File: config.mk
export PLATFORM = sky130hd
export DESIGN_NAME = rb_window_reader
export DESIGN_NICKNAME = d
export VERILOG_FILES = /design/src/rtl/rb_window_reader.sv
export SDC_FILE = /design/constraint.sdc
export NUM_CORES = 1
export LEC_CHECK = 0
export CORE_ASPECT_RATIO = 0.8
export CORE_UTILIZATION = 43
export CTS_CLUSTER_DIAMETER = 200
export DETAILED_ROUTE_END_ITERATION = 6
export GPL_TIMING_DRIVEN = 0
export PLACE_DENSITY = 0.72
export REMOVE_ABC_BUFFERS = 1
export SLEW_MARGIN = 15
export SYNTH_ARGS = -nofsm -noshare
export SYNTH_HDL_FRONTEND = slang
export SYNTH_SLANG_ARGS = --single-unit
File: constraint.sdc
create_clock -name clk -period 2.4 [get_ports clk]
set_input_delay 0.24 -clock clk [delete_from_list [all_inputs] [get_ports clk]]
set_output_delay 0.24 -clock clk [all_outputs]
set_load 0.01 [all_outputs]
File: src/rtl/rb_window_reader.sv
// Read side of the row-buffer store: one column read per accepted pixel, builds KxK windows.
// Latency: pixel accepted at edge n -> window valid after edge n+1; 1 pixel/cycle unstalled.
// Backpressure: win_valid & ~win_ready freezes everything; pix_ready low, no reads issued.
// Optional macro WIN_COORD_EN adds registered window-centre outputs win_x / win_y.
module rb_window_reader #(
  parameter int PIXEL_BITS   = 8,
  parameter int IMAGE_WIDTH  = 512,
  parameter int IMAGE_HEIGHT = 512,
  parameter int KERNEL_SIZE  = 5,
  localparam int RB_COUNT    = KERNEL_SIZE - 1,
  localparam int XW          = $clog2(IMAGE_WIDTH),
  localparam int YW          = $clog2(IMAGE_HEIGHT),
  localparam int SW          = (RB_COUNT > 1) ? $clog2(RB_COUNT) : 1,
  localparam int WW          = PIXEL_BITS * KERNEL_SIZE * KERNEL_SIZE
) (
  input  logic                             clk,
  input  logic                             rst,
  input  logic                             pix_valid,
  output logic                             pix_ready,
  input  logic [PIXEL_BITS-1:0]            pix_data,
  output logic                             re,
  output logic [XW-1:0]                    read_addr,
  input  logic [PIXEL_BITS*RB_COUNT-1:0]   read_data,
  output logic [SW-1:0]                    wr_slot,
  output logic                             win_valid,
  input  logic                             win_ready,
  output logic [WW-1:0]                    win_data,
`ifdef WIN_COORD_EN
  output logic [XW-1:0]                    win_x,
  output logic [YW-1:0]                    win_y,
`endif
  output logic                             frame_done
);

  localparam int K  = KERNEL_SIZE;
  localparam int PB = PIXEL_BITS;
  localparam logic [XW-1:0] X_MAX = XW'(IMAGE_WIDTH - 1);
  localparam logic [YW-1:0] Y_MAX = YW'(IMAGE_HEIGHT - 1);
  localparam logic [SW-1:0] S_MAX = SW'(RB_COUNT - 1);
  localparam logic [XW-1:0] KM1_X = XW'(K - 1);
  localparam logic [YW-1:0] KM1_Y = YW'(K - 1);
`ifdef WIN_COORD_EN
  localparam logic [XW-1:0] HALF_X = XW'(K / 2);
  localparam logic [YW-1:0] HALF_Y = YW'(K / 2);
`endif

  logic [XW-1:0] x_q, x_d;
  logic [YW-1:0] y_q, y_d;
  logic [SW-1:0] slot_q, slot_d;
  logic          s1_vld_q, s1_vld_d;
  logic [PB-1:0] s1_pix_q, s1_pix_d;
  logic [XW-1:0] s1_x_q, s1_x_d;
  logic [YW-1:0] s1_y_q, s1_y_d;
  logic [SW-1:0] s1_slot_q, s1_slot_d;
  logic [WW-1:0] win_q, win_d;
  logic          win_vld_q, win_vld_d;
  logic          fdone_q, fdone_d;
`ifdef WIN_COORD_EN
  logic [XW-1:0] win_x_q, win_x_d;
  logic [YW-1:0] win_y_q, win_y_d;
`endif

  logic en, accept, x_last, y_last;
  logic [PB-1:0] rb_word [RB_COUNT];
  logic [PB-1:0] col [K];

  // Everything advances only when no window is waiting or the waiting one is taken now.
  assign en     = rst & (~win_vld_q | win_ready);
  assign accept = pix_valid & en;
  assign x_last = (x_q == X_MAX);
  assign y_last = (y_q == Y_MAX);

  assign pix_ready  = en;
  assign re         = accept;
  assign read_addr  = x_q;
  assign wr_slot    = slot_q;
  assign win_valid  = win_vld_q;
  assign win_data   = win_q;
  assign frame_done = fdone_q;
`ifdef WIN_COORD_EN
  assign win_x = win_x_q;
  assign win_y = win_y_q;
`endif

  // Column assembly: slot (s1_slot + r) mod RB_COUNT holds the r-th oldest row.
  for (genvar s = 0; s < RB_COUNT; s++) begin : g_word
    assign rb_word[s] = read_data[s*PB +: PB];
  end
  for (genvar r = 0; r < RB_COUNT; r++) begin : g_col
    logic [SW:0] sum;
    assign sum    = {1'b0, s1_slot_q} + (SW+1)'(r);
    assign col[r] = (sum >= (SW+1)'(RB_COUNT)) ? rb_word[SW'(sum - (SW+1)'(RB_COUNT))]
                                               : rb_word[sum[SW-1:0]];
  end
  assign col[K-1] = s1_pix_q;

  // Raster counters and the stage-1 capture of each accepted pixel.
  always_comb begin
    x_d       = x_q;
    y_d       = y_q;
    slot_d    = slot_q;
    s1_vld_d  = s1_vld_q;
    s1_pix_d  = s1_pix_q;
    s1_x_d    = s1_x_q;
    s1_y_d    = s1_y_q;
    s1_slot_d = s1_slot_q;
    fdone_d   = accept & x_last & y_last;
    if (en) s1_vld_d = pix_valid;
    if (accept) begin
      s1_pix_d  = pix_data;
      s1_x_d    = x_q;
      s1_y_d    = y_q;
      s1_slot_d = slot_q;
      if (x_last) begin
        x_d = '0;
        if (y_last) begin
          y_d    = '0;
          slot_d = '0;
        end else begin
          y_d    = y_q + 1'b1;
          slot_d = (slot_q == S_MAX) ? '0 : slot_q + 1'b1;
        end
      end else begin
        x_d = x_q + 1'b1;
      end
    end
  end

  // Window shift: columns move left, newest column enters at c = K-1.
  always_comb begin
    win_d     = win_q;
    win_vld_d = win_vld_q;
`ifdef WIN_COORD_EN
    win_x_d   = win_x_q;
    win_y_d   = win_y_q;
`endif
    if (en) begin
      if (s1_vld_q) begin
        for (int r = 0; r < K; r++) begin
          for (int c = 0; c < K - 1; c++) begin
            win_d[(r*K+c)*PB +: PB] = win_q[(r*K+c+1)*PB +: PB];
          end
          win_d[(r*K+K-1)*PB +: PB] = col[r];
        end
        // Windows straddling a row or frame edge are never flagged.
        win_vld_d = (s1_x_q >= KM1_X) && (s1_y_q >= KM1_Y);
`ifdef WIN_COORD_EN
        win_x_d   = s1_x_q - HALF_X;
        win_y_d   = s1_y_q - HALF_Y;
`endif
      end else begin
        win_vld_d = 1'b0;
      end
    end
  end

  // State registers with synchronous active-low clear.
  always_ff @(posedge clk) begin
    if (!rst) begin
      x_q       <= '0;
      y_q       <= '0;
      slot_q    <= '0;
      s1_vld_q  <= 1'b0;
      s1_pix_q  <= '0;
      s1_x_q    <= '0;
      s1_y_q    <= '0;
      s1_slot_q <= '0;
      win_q     <= '0;
      win_vld_q <= 1'b0;
      fdone_q   <= 1'b0;
`ifdef WIN_COORD_EN
      win_x_q   <= '0;
      win_y_q   <= '0;
`endif
    end else begin
      x_q       <= x_d;
      y_q       <= y_d;
      slot_q    <= slot_d;
      s1_vld_q  <= s1_vld_d;
      s1_pix_q  <= s1_pix_d;
      s1_x_q    <= s1_x_d;
      s1_y_q    <= s1_y_d;
      s1_slot_q <= s1_slot_d;
      win_q     <= win_d;
      win_vld_q <= win_vld_d;
      fdone_q   <= fdone_d;
`ifdef WIN_COORD_EN
      win_x_q   <= win_x_d;
      win_y_q   <= win_y_d;
`endif
    end
  end

endmodule

== Word-level counts from Yosys, hierarchy flattened ==
Index checks and enable logic that the tools add are counted.
Storage, ports and cells
  bits in registers: 251
  bits of input ports: 44
  output and inout port bits: 215
  logic and storage cells: 88
Operators by class
  add/sub/neg operators: 10
  magnitude comparators: 14
  equal/unequal tests: 3
  mux-type cells: 33
  bitwise logic cells: 14
  reduce and logical (&&, ||, !) cells: 3
Operator list (number)
  $mux W8: 20
  $bmux W8 S2: 8
  $ge A3 B3 Y1 const B: 11
  $not A2 Y3: 8
  $add A9 B1 Y9 const B: 2
  $eq A9 B9 Y1 const B: 2
  $ge A9 B3 Y1 const B: 2
  $mux W9: 2
  $sub A2 B1 Y2 const B: 4
  $add A2 B2 Y3 const B: 2
  $and A1 B1 Y1: 4
  $mux W2: 2
  $reduce_and A2 Y1: 2
  $add A2 B1 Y3 const B: 1
  $ge A2 B3 Y1 const B: 1
  $add A2 B1 Y2 const B: 1
  $eq A2 B2 Y1 const B: 1
  $logic_and A1 B1 Y1: 1
  $mux W1: 1
  $not A1 Y1: 1
  $or A1 B1 Y1: 1

== Longest topological paths before layout ==
Gate-level depths: netlist (run 1).
  depth after elaboration: 7
  mapped depth: 8
  mapped depth without buffers: 8

== Worst setup path before layout (run 1) ==
OpenSTA, ideal clock, no wires.
  path type: reg-to-reg
  from: reg x_q[0], in the netlist read_addr[0]
  to: reg slot_q[1], in the netlist wr_slot[1]
  setup time: 0.137 ns
  arrival: 1.680 ns
  data required time: 2.263 ns
  slack: 0.583 ns
  cell stages (with the launch flop): 8
  path buffers: 0
  period minus slack after synthesis: 1.817 ns
  path through: dfxtp_1 -> ha_1 -> nand3_1 -> nor2_1 -> ha_1 -> nand2_1 -> o31ai_2 -> nor2_1
On the way
  word-level cells in the longest chain between the ends: 2
Ends and longest elaborated chain
  start, declared: RTL line 47  | logic [XW-1:0] x_q, x_d;
  start signal, assigned: RTL line 160  | x_q <= '0;
  start signal, assigned: RTL line 176  | x_q <= x_d;
  $eq A9 B9 Y1: RTL line 70  | assign x_last = (x_q == X_MAX);
  $reduce_and A2 Y1 (no source line)
  end signal, assigned: RTL line 178  | slot_q <= slot_d;
  end, declared: RTL line 49  | logic [SW-1:0] slot_q, slot_d;
No other way between the ends.
A chain may end at the register's enable or synchronous reset.

== Worst setup path in the final report (run 1) ==
  from: reg win_vld_q, in the netlist win_valid
  to: out re
On the way
  word-level cells in the longest chain between the ends: 4
Ends and longest elaborated chain
  start, declared: RTL line 56  | logic win_vld_q, win_vld_d;
  start signal, assigned: RTL line 185  | win_vld_q <= win_vld_d;
  $not A1 Y1: RTL line 68  | assign en = rst & (~win_vld_q | win_ready);
  $or A1 B1 Y1: RTL line 68
  $and A1 B1 Y1: RTL line 68
  $and A1 B1 Y1: RTL line 69  | assign accept = pix_valid & en;
  end, declared: RTL line 21  | output logic re,
No other way between the ends.

==> qor.txt, run 1 <==
Status -> complete, no violations
Mapped cell area -> 9680 um2
Lkg Pwr -> 4.47 nW
Synth Area per Inst -> 8.51 um2
Gr ovfl total -> 0
Chip Height -> 136 um
Max Freq -> 442 MHz
Root buffer cell -> clkbuf_16
Io pins -> 259
CP Buf/Inv Count -> 2
Routed wire length per instance -> 14.1 um
Port-buffer cells -> 258
Met2 GRT Util -> 0.298
Worst min path class -> in2reg
Critical Path End Type -> output pin
CP startpoint kind -> flip-flop
Met1 Use GR -> 0.278
Post-route DRC -> 0
Number of max-cap violations -> 0
RSZ-0062 raised after global routing -> false
Clk buf depth -> 3
Critical Path AT -> 2.02 ns
Die X -> 170 um
Max IR drop VDD -> 0.476 mV
Seq/Total Area, Yosys -> 0.511
Required @ worst endpoint -> 2.16 ns
Number of synthesized register bits -> 247
Later-pin clock latency in the skew report -> 0.52 ns
Layout fillers -> 1882
Sum Neg Setup Slack -> 0 ns
Synth top area share -> 0.511
Routed via count -> 8163
Initial DRC count -> 580
Initial Util -> 0.444
Commonest cells post-synth -> nand2_1 (460), dfxtp_1 (247), o21ai_0 (131), o21ai_1 (82), clkbuf_1 (47)
Clock Skew -> 0.00642 ns
Mapped Cells -> 1137
Gr usage total -> 0.197
Setup Crit Path Kind -> reg2out
Final count of hold timing violations -> 0
CP top delay family -> buffers and inverters
Post-synth top flop -> dfxtp_1
Row cnt -> 48
Vias in the first global route -> 7163
GR Layer Usage met3 -> 0.0507
GPL Wtd Cong -> 0.788
Max-slew violations -> 0
Asr flop ratio synth -> 0
CTS tree -> yes
Share of cells above drive strength 1 -> 0.0660
Setup violators final -> 0
Yosys top cell by area -> dfxtp_1
CORE AREA -> 21800 um2
CP Cell Sequence -> nand2b_4 > nand3_4 > clkinvlp_4 > clkdlybuf4s50_1
PD cells -> 654 nW/um2
Critical Path Max Stage Delay -> 0.50 ns
Hold Path Stages -> 3
Clk sinks -> 247
Detailed Route WL -> 23500 um
Worst R2R Path Depth -> 7
Drt first pass iters -> 5
DP HPWL -> 15700 um
Largest net degree at the start of global routing -> 104
Clock period minus worst slack -> 2.26 ns
Final ANT Viol Nets -> 0
Cts bufs inserted -> 26
Full die area -> 23100 um2
P&R area growth vs syn -> 35.8%
Slowest-stage cell, CP -> clkdlybuf4s50_1
Synth area leaders -> dfxtp_1 (51%), nand2_1 (18%), mux4_2 (7.4%), o21ai_0 (6.8%), o21ai_1 (4.2%)
Most frequent cell after synthesis -> nand2_1
Slew margin rel. -> 0.522
Nets -> 1394
Worst Max-Slew Pin Slew -> 0.712 ns
Critical path fanouts, max -> 20
Vias/cell -> 4.91
Post-synth EDFFs -> 0
Yosys warns -> 0
Clk pin slew, worst setup/hold paths -> 0.06 ns
Initial antenna violation count -> 1
WP depth -> 4
H-tree Lvls -> 1
Global-route wire length before repair -> 37100 um
Post-synthesis cell type count -> 35
Crit share post-route -> 0.943
GR peak layer -> met2
Worst hold margin -> 0.0850 ns
-- path summary, 6_finish.rpt --
kind	startpoint	end	slack, ns
worst min-delay path	rst	win_data[27]	0.09
worst min register to register	win_data[161]	win_data[161]	0.45
worst max register to register	read_addr[0]	y_q[1]	0.25
worst max-delay path	win_valid	re	0.14
-- area by class of cell --
cell class              count  area [um2]  share of cell area
repair inverters            1        5.00            0.000381
flip-flops and latches    247        4950               0.377
inverters                   3        15.0             0.00114
clock inverters             7        62.6             0.00476
well taps                 300         375              0.0286
multi-input cells         799        4170               0.317
diodes                      1        2.50            0.000190
repair buffers            267        2800               0.213
clock buffers              39         761              0.0579
-- cell usage in the layout, fill, tap and decap left out, types with 10 or more instances in the layout --
master / count
nor2_1: 17
clkbuf_16: 27
o21ai_0: 131
mux4_2: 32
nand3_1: 18
nand2_1: 460
o21ai_1: 82
clkdlybuf4s50_1: 257
dfxtp_1: 245
xnor2_1: 10
-- power by group --
group / internal (mW) / switching, mW
Combinational: 0.242 / 0.273
Sequential: 4.17 / 0.0462
Clock: 2.28 / 1.58
-- kinds of logic (layout without fill, tap and decap cells) --
family	count (synthesis)	after routing	share of synthesized area
AND/OR/NAND/NOR	526	526	0.217
flip-flops	247	247	0.511
AO/OA/AOI/OAI	221	221	0.117
buffers and inverters	91	317	0.0601
multiplexers	35	35	0.0776
XOR/XNOR	12	12	0.0109
adder cells (fa/ha/maj)	5	5	0.00647
other	0	1	0
-- per-layer routing --
layer / up-vias / wire, um
met5: - / 0
met4: 0 / 591
met3: 42 / 1640
met2: 202 / 10200
met1: 3741 / 11000
li1: 4178 / -
-- state kept, by name, summed over array words and instances, names as in the netlist --
signal	count
s1_vld_q	1
frame_done	1
wr_slot	2
win_data	200
s1_y_q	7
read_addr	9
win_valid	1
s1_pix_q	8
s1_slot_q	2
y_q	9
s1_x_q	7
-- worst register-to-register path, cell delays in order (launching register included) --
cell,delay (ns)
dfxtp_1,0.40
ha_1,0.21
nand3_1,0.08
nor2_1,0.10
ha_1,0.31
nand2_1,0.21
o31ai_2,0.58
nor2_1,0.12
-- per-stage QoR --
stage	power, mW	area [um2]	std cells	setup WS (ns)	util
after floorplan	4.48	9100	1049	-5.05	-
after detailed placement	4.81	12300	1615	-1.22	0.563
after global placement	4.80	12100	1607	-14.63	0.553
final	8.59	13100	1664	0.138	0.603
after global routing	8.91	13100	1663	0.0155	0.603
after CTS	8.69	13100	1663	0.127	0.602
-- timing repair --
action                                  CTS  global route
buffers inserted                          1             0
gates resized for setup                   3             0
endpoints found under the setup margin   27             0
hold buffers                              0             0
Note: power is estimated with default switching activity, not from simulation.
==> run 2: changes to the inputs <==
GPL_ROUTABILITY_DRIVEN = 0   (was unset)
SLEW_MARGIN = 20   (was 15)
==> qor.txt, run 2 (same netlist as run 1, synthesis figures left out) <==
Status -> complete, no violations
Row cnt -> 48 (unchanged)
Met1 wire length -> 11000 um (-0.43%)
Sw Pwr -> 1.95 mW (+2.4%)
Full die area -> 23100 um2 (unchanged)
Gr ovfl total -> 0 (unchanged)
CTS tree -> yes
Post-route DRC -> 0 (unchanged)
Max IR drop VDD -> 0.472 mV (-0.77%)
Io pins -> 259 (unchanged)
Drt first pass iters -> 5 (unchanged)
Final design utilization -> 0.604 (+0.00172)
Clk pin slew, worst setup/hold paths -> 0.07 ns (about the same)
Lkg Pwr -> 4.48 nW (+0.34%)
Gr usage total -> 0.198 (+0.00122)
Non-filler cells in the finished layout -> 1664 (unchanged)
Max FFs per register -> 200 (unchanged)
Max-slew violations -> 0 (unchanged)
Largest net degree at the start of global routing -> 104 (unchanged)
Critical path fanouts, max -> 20 (unchanged)
Crit share post-route -> 0.937 (-0.00545)
Worst Hold Endpoint -> win_data[19]
Worst R2R Path Depth -> 7 (unchanged)
RSZ-0062 raised after global routing -> false
Met2 Wirelength -> 10200 um (+0.40%)
Hold Path Stages -> 3 (unchanged)
Number of max-cap violations -> 0 (unchanged)
Clk sinks -> 247 (unchanged)
Die X -> 170 um (unchanged)
DR top layer -> met4
Port-buffer cells -> 258 (unchanged)
Routed wire length per instance -> 14.2 um (+0.81%)
Most common cell after layout, fill and taps aside -> nand2_1
CP startpoint kind -> flip-flop
Hold buffer count at CTS -> 0 (unchanged)
R2R Setup Slk -> 0.24 ns (about the same)
H-tree Lvls -> 1 (unchanged)
WL met3 -> 1750 um (+6.4%)
Vias in the first global route -> 7202 (+0.54%)
Setup violators final -> 0 (unchanged)
Final count of hold timing violations -> 0 (unchanged)
Reg power frac -> 0.482 (-0.008)
Detailed Route WL -> 23600 um (+0.81%)
Sw frac -> 0.223 (+0.00136)
Later-pin clock latency in the skew report -> 0.52 ns (about the same)
Global-route wire length before repair -> 37300 um (+0.50%)
Cts bufs inserted -> 26 (unchanged)
Vias/cell -> 4.91 (+0.15%)
Critical Path AT -> 2.01 ns (about the same)
DP HPWL -> 15700 um (about the same)
R2R Path Start -> read_addr[0]
Initial antenna violation count -> 1 (unchanged)
Slew margin rel. -> 0.531 (+0.00889)
Inst Count DP -> 1615 (unchanged)
Setup Crit Path Kind -> reg2out
PD cells -> 664 nW/um2 (+1.5%)
Share of cells above drive strength 1 -> 0.0675 (+0.00147)
Worst hold margin -> 0.0802 ns (-0.00477 ns)
Max Freq -> 445 MHz (+0.58%)
CORE AREA -> 21800 um2 (unchanged)
Routed via count -> 8175 (+0.15%)
Combinational share of power -> 0.059 (about the same)
FF-to-FF End -> y_q[2]
Required @ worst endpoint -> 2.16 ns (about the same)
Final ANT Viol Nets -> 0 (unchanged)
Layout fillers -> 1885 (+0.16%)
Worst Max-Slew Pin Slew -> 0.699 ns (-0.0133 ns)
Chip Height -> 136 um (unchanged)
P_int -> 6.80 mW (+1.6%)
Sum Neg Setup Slack -> 0 ns (unchanged)
Clock period minus worst slack -> 2.25 ns (-0.0131 ns)
Initial DRC count -> 623 (+7.4%)
P&R area growth vs syn -> 36.2%
Critical Path End Type -> output pin
Nets -> 1394 (unchanged)
Clock Skew -> 0.00750 ns (+0.00108 ns)
Initial Util -> 0.444 (unchanged)
Most frequent cells in the layout -> nand2_1 (460), clkdlybuf4s50_1 (257), dfxtp_1 (245)
Hold Startpoint -> rst
Worst min path class -> in2reg
Clk buf depth -> 3 (unchanged)
Clock power frac -> 0.460 (+0.010)
Root buffer cell -> clkbuf_16
## run 2: cell type report
| class | instances | area (um2) | share of cell area |
|---|---|---|---|
| Sequential cell | 247 | 4950 | 0.375 |
| Multi-Input combinational cell | 799 | 4170 | 0.316 |
| Timing Repair Buffer | 267 | 2800 | 0.213 |
| Clock buffer | 34 | 701 | 0.0532 |
| Tap cell | 300 | 375 | 0.0285 |
| Clock inverter | 12 | 160 | 0.0122 |
| Inverter | 3 | 15.0 | 0.00114 |
| Timing Repair inverter | 1 | 5.00 | 0.000380 |
| Antenna cell | 1 | 2.50 | 0.000190 |
## run 2: power groups by stage
stage / sequential [mW] / combinational [mW] / clock [mW]
2_1_floorplan: 4.32 / 0.161 / 0
3_3_place_gp: 4.30 / 0.495 / 0
3_5_place_dp: 4.30 / 0.510 / 0
4_1_cts: 4.21 / 0.519 / 4.13
5_1_grt: 4.22 / 0.561 / 4.29
6_report: 4.21 / 0.515 / 4.02
## run 2: worst max-delay path, stage by stage (launching register included)
cell and delay [ns]:
dfxtp_1 0.36, nand2b_4 0.13, nand3_4 0.25, clkinvlp_4 0.20, clkdlybuf4s50_1 0.54
## run 2: how the worst max path moves through the flow
stage,start,end,depth (start not counted)
2_1_floorplan,win_valid,win_data[100],3
3_3_place_gp,rst,win_data[0],4
3_5_place_dp,rst,re,5
4_1_cts,win_valid,re,4
5_1_grt,read_addr[0],y_q[3],7
6_report,win_valid,re,4
## run 2: per-stage QoR
step           area, um2  total power [mW]  setup slack [ns]
6_report           13200              8.75             0.151
5_1_grt            13200              9.07            0.0294
4_1_cts            13200              8.86             0.122
3_5_place_dp       12300              4.81             -1.23
3_3_place_gp       12100              4.80            -14.63
2_1_floorplan       9100              4.48             -5.05
## run 2: what timing repair did
action	in CTS	in global routing
resized for setup	3	0
setup endpoints to repair	27	0
setup buffers	1	0
hold endpoints to repair	0	0
## run 2: layer usage
metal	track usage	vias up
met5	0	-
met4	0.0596	0
met3	0.0504	45
met2	0.300	216
met1	0.277	3725
li1	-	4189
==> run 3: changes to the inputs <==
==> constraint.sdc (replaced) <==
create_clock -name clk -period 2.4 [get_ports clk]
set_input_delay 0.48 -clock clk [delete_from_list [all_inputs] [get_ports clk]]
set_output_delay 0.48 -clock clk [all_outputs]
set_load 0.01 [all_outputs]
==> qor.txt, run 3 (same netlist as run 1, synthesis figures left out) <==
Vias in the first global route -> 7262 (+0.83%)
Clock Skew -> 0.00927 ns (+0.00177 ns)
Post-route DRC -> 0 (unchanged)
Worst Hold Endpoint -> win_data[19]
Global-route wire length before repair -> 38000 um (+1.9%)
Max IR drop VDD -> 0.473 mV (+0.14%)
Clk pin slew, worst setup/hold paths -> 0.07 ns (about the same)
Max FFs per register -> 200 (unchanged)
Setup Crit Path Kind -> in2out
Most frequent cells in the layout -> nand2_1 (460), clkdlybuf4s50_1 (255), dfxtp_1 (245)
Critical Path Max Stage Delay -> 0.53 ns (about the same)
Max Freq -> 434 MHz (-2.4%)
PD cells -> 662 nW/um2 (-0.30%)
Worst min path class -> in2reg
Routed via count -> 8285 (+1.3%)
Largest net degree at the start of global routing -> 104 (unchanged)
Nets -> 1400 (+0.43%)
Chip Height -> 136 um (unchanged)
Slew margin rel. -> 0.489 (-0.0419)
Clk sinks -> 247 (unchanged)
Clock period minus worst slack -> 2.31 ns (+0.0563 ns)
Crit share post-route -> 0.961 (+0.0235)
R2R Setup Slk -> 0.20 ns (-0.04 ns)
Crit-path most repeated cell -> clkdlybuf4s50_1
Critical Path AT -> 1.83 ns (-0.18 ns)
Initial antenna violation count -> 1 (unchanged)
Worst Max-Slew Pin Slew -> 0.762 ns (+0.0624 ns)
Detailed Route WL -> 24600 um (+4.2%)
Cts bufs inserted -> 26 (unchanged)
Worst setup margin -> 0.0945 ns (-0.0563 ns)
Root buffer cell -> clkbuf_16
Inst Count DP -> 1615 (unchanged)
Drt first pass iters -> 5 (unchanged)
Status -> complete, no violations
Layout fillers -> 1877 (-0.42%)
Required @ worst endpoint -> 1.92 ns (-0.24 ns)
Initial DRC count -> 599 (-3.9%)
CP Cell Sequence -> clkdlybuf4s50_1 > nand2b_4 > and2_1 > clkdlybuf4s50_1
R2R Path Start -> read_addr[0]
Non-filler cells in the finished layout -> 1670 (+0.36%)
FF-to-FF End -> y_q[2]
Later-pin clock latency in the skew report -> 0.52 ns (about the same)
DP HPWL -> 15700 um (unchanged)
Gr ovfl total -> 0 (unchanged)
Row cnt -> 48 (unchanged)
Setup violators final -> 0 (unchanged)
Overall power -> 8.77 mW (+0.26%)
CTS tree -> yes
Hold buffer count at CTS -> 0 (unchanged)
Final count of hold timing violations -> 0 (unchanged)
Initial Util -> 0.444 (unchanged)
Hold Startpoint -> rst
Number of max-cap violations -> 0 (unchanged)
Io pins -> 259 (unchanged)
Full die area -> 23100 um2 (unchanged)
Placed cell areas -> 12300 um2 (unchanged)
Vias/cell -> 4.96 (+0.98%)
H-tree Lvls -> 1 (unchanged)
Port-buffer cells -> 258 (unchanged)
Lkg Pwr -> 4.54 nW (+1.3%)
Clk buf depth -> 3 (unchanged)
Worst R2R Path Depth -> 7 (unchanged)
Critical path fanouts, max -> 5 (-75%)
Routed wire length per instance -> 14.8 um (+3.8%)
P&R area growth vs syn -> 36.9%
Most common cell after layout, fill and taps aside -> nand2_1
Hold Path Stages -> 3 (unchanged)
Gr usage total -> 0.204 (+0.00535)
Final ANT Viol Nets -> 0 (unchanged)
CP startpoint kind -> input port
Critical Path End Type -> output pin
Pre-CTS setup slack -> -1.71 ns (-0.480 ns)
Share of cells above drive strength 1 -> 0.0716 (+0.00409)
Slowest-stage cell, CP -> clkdlybuf4s50_1
Final Cell Area -> 13200 um2 (+0.56%)
Max-slew violations -> 0 (unchanged)
CORE AREA -> 21800 um2 (unchanged)
Die X -> 170 um (unchanged)
run 3: stage by stage:
step	utilization	TNS (ns)	hold slack, ns
after CTS	0.606	0	0.313
after detailed placement	0.563	-56.36	0.438
after global routing	0.608	-0.0684	0.323
after floorplan	-	-1021.56	0.425
final	0.608	0	0.335
after global placement	0.553	-3293.43	0.432
run 3: per-layer routing:
layer / share of wire / global-route usage / vias up / wire length [um]
met5: 0 / 0 / - / 0
met4: 0.029 / 0.0621 / 0 / 720
met3: 0.068 / 0.0507 / 47 / 1680
met2: 0.43 / 0.309 / 228 / 10700
met1: 0.47 / 0.285 / 3800 / 11600
li1: - / - / 4210 / -
run 3: timing repair:
item | CTS | global route
setup endpoints to repair | 27 | 26
gates resized for setup | 4 | 1
setup buffers | 2 | 2
pin swaps | 1 | 1
gates cloned | 3 | 1
run 3: worst max-delay path by stage:
stage	cells after the start	startpoint	end	slack [ns]
4_1_cts	5	win_ready	re	0.03
5_1_grt	7	read_addr[0]	y_q[3]	-0.03
3_5_place_dp	5	rst	re	-1.71
6_report	4	win_ready	pix_ready	0.09
2_1_floorplan	3	win_ready	win_data[100]	-5.20
3_3_place_gp	4	rst	win_data[0]	-14.87
run 3: area by class of cell:
class / instances / area, um2 / area share
repair buffers: 271 / 2860 / 0.216
flip-flops and latches: 247 / 4950 / 0.373
clock buffers: 34 / 701 / 0.0529
inverters: 3 / 15.0 / 0.00113
diodes: 1 / 2.50 / 0.000189
well taps: 300 / 375 / 0.0283
clock inverters: 12 / 160 / 0.0121
repair inverters: 1 / 5.00 / 0.000378
multi-input cells: 801 / 4190 / 0.316
run 3: report_power, final:
group          leakage [nW]  switching, mW  internal [mW]  total, mW
combinational          2.12          0.284          0.250      0.534
sequential             2.00         0.0468           4.16       4.21
clock                 0.420           1.63           2.39       4.02
run 3: worst max-delay path, delay by kind of cell:
family	cells	cell delay (ns)
simple gates	2	0.32
buf+inv	2	1.03
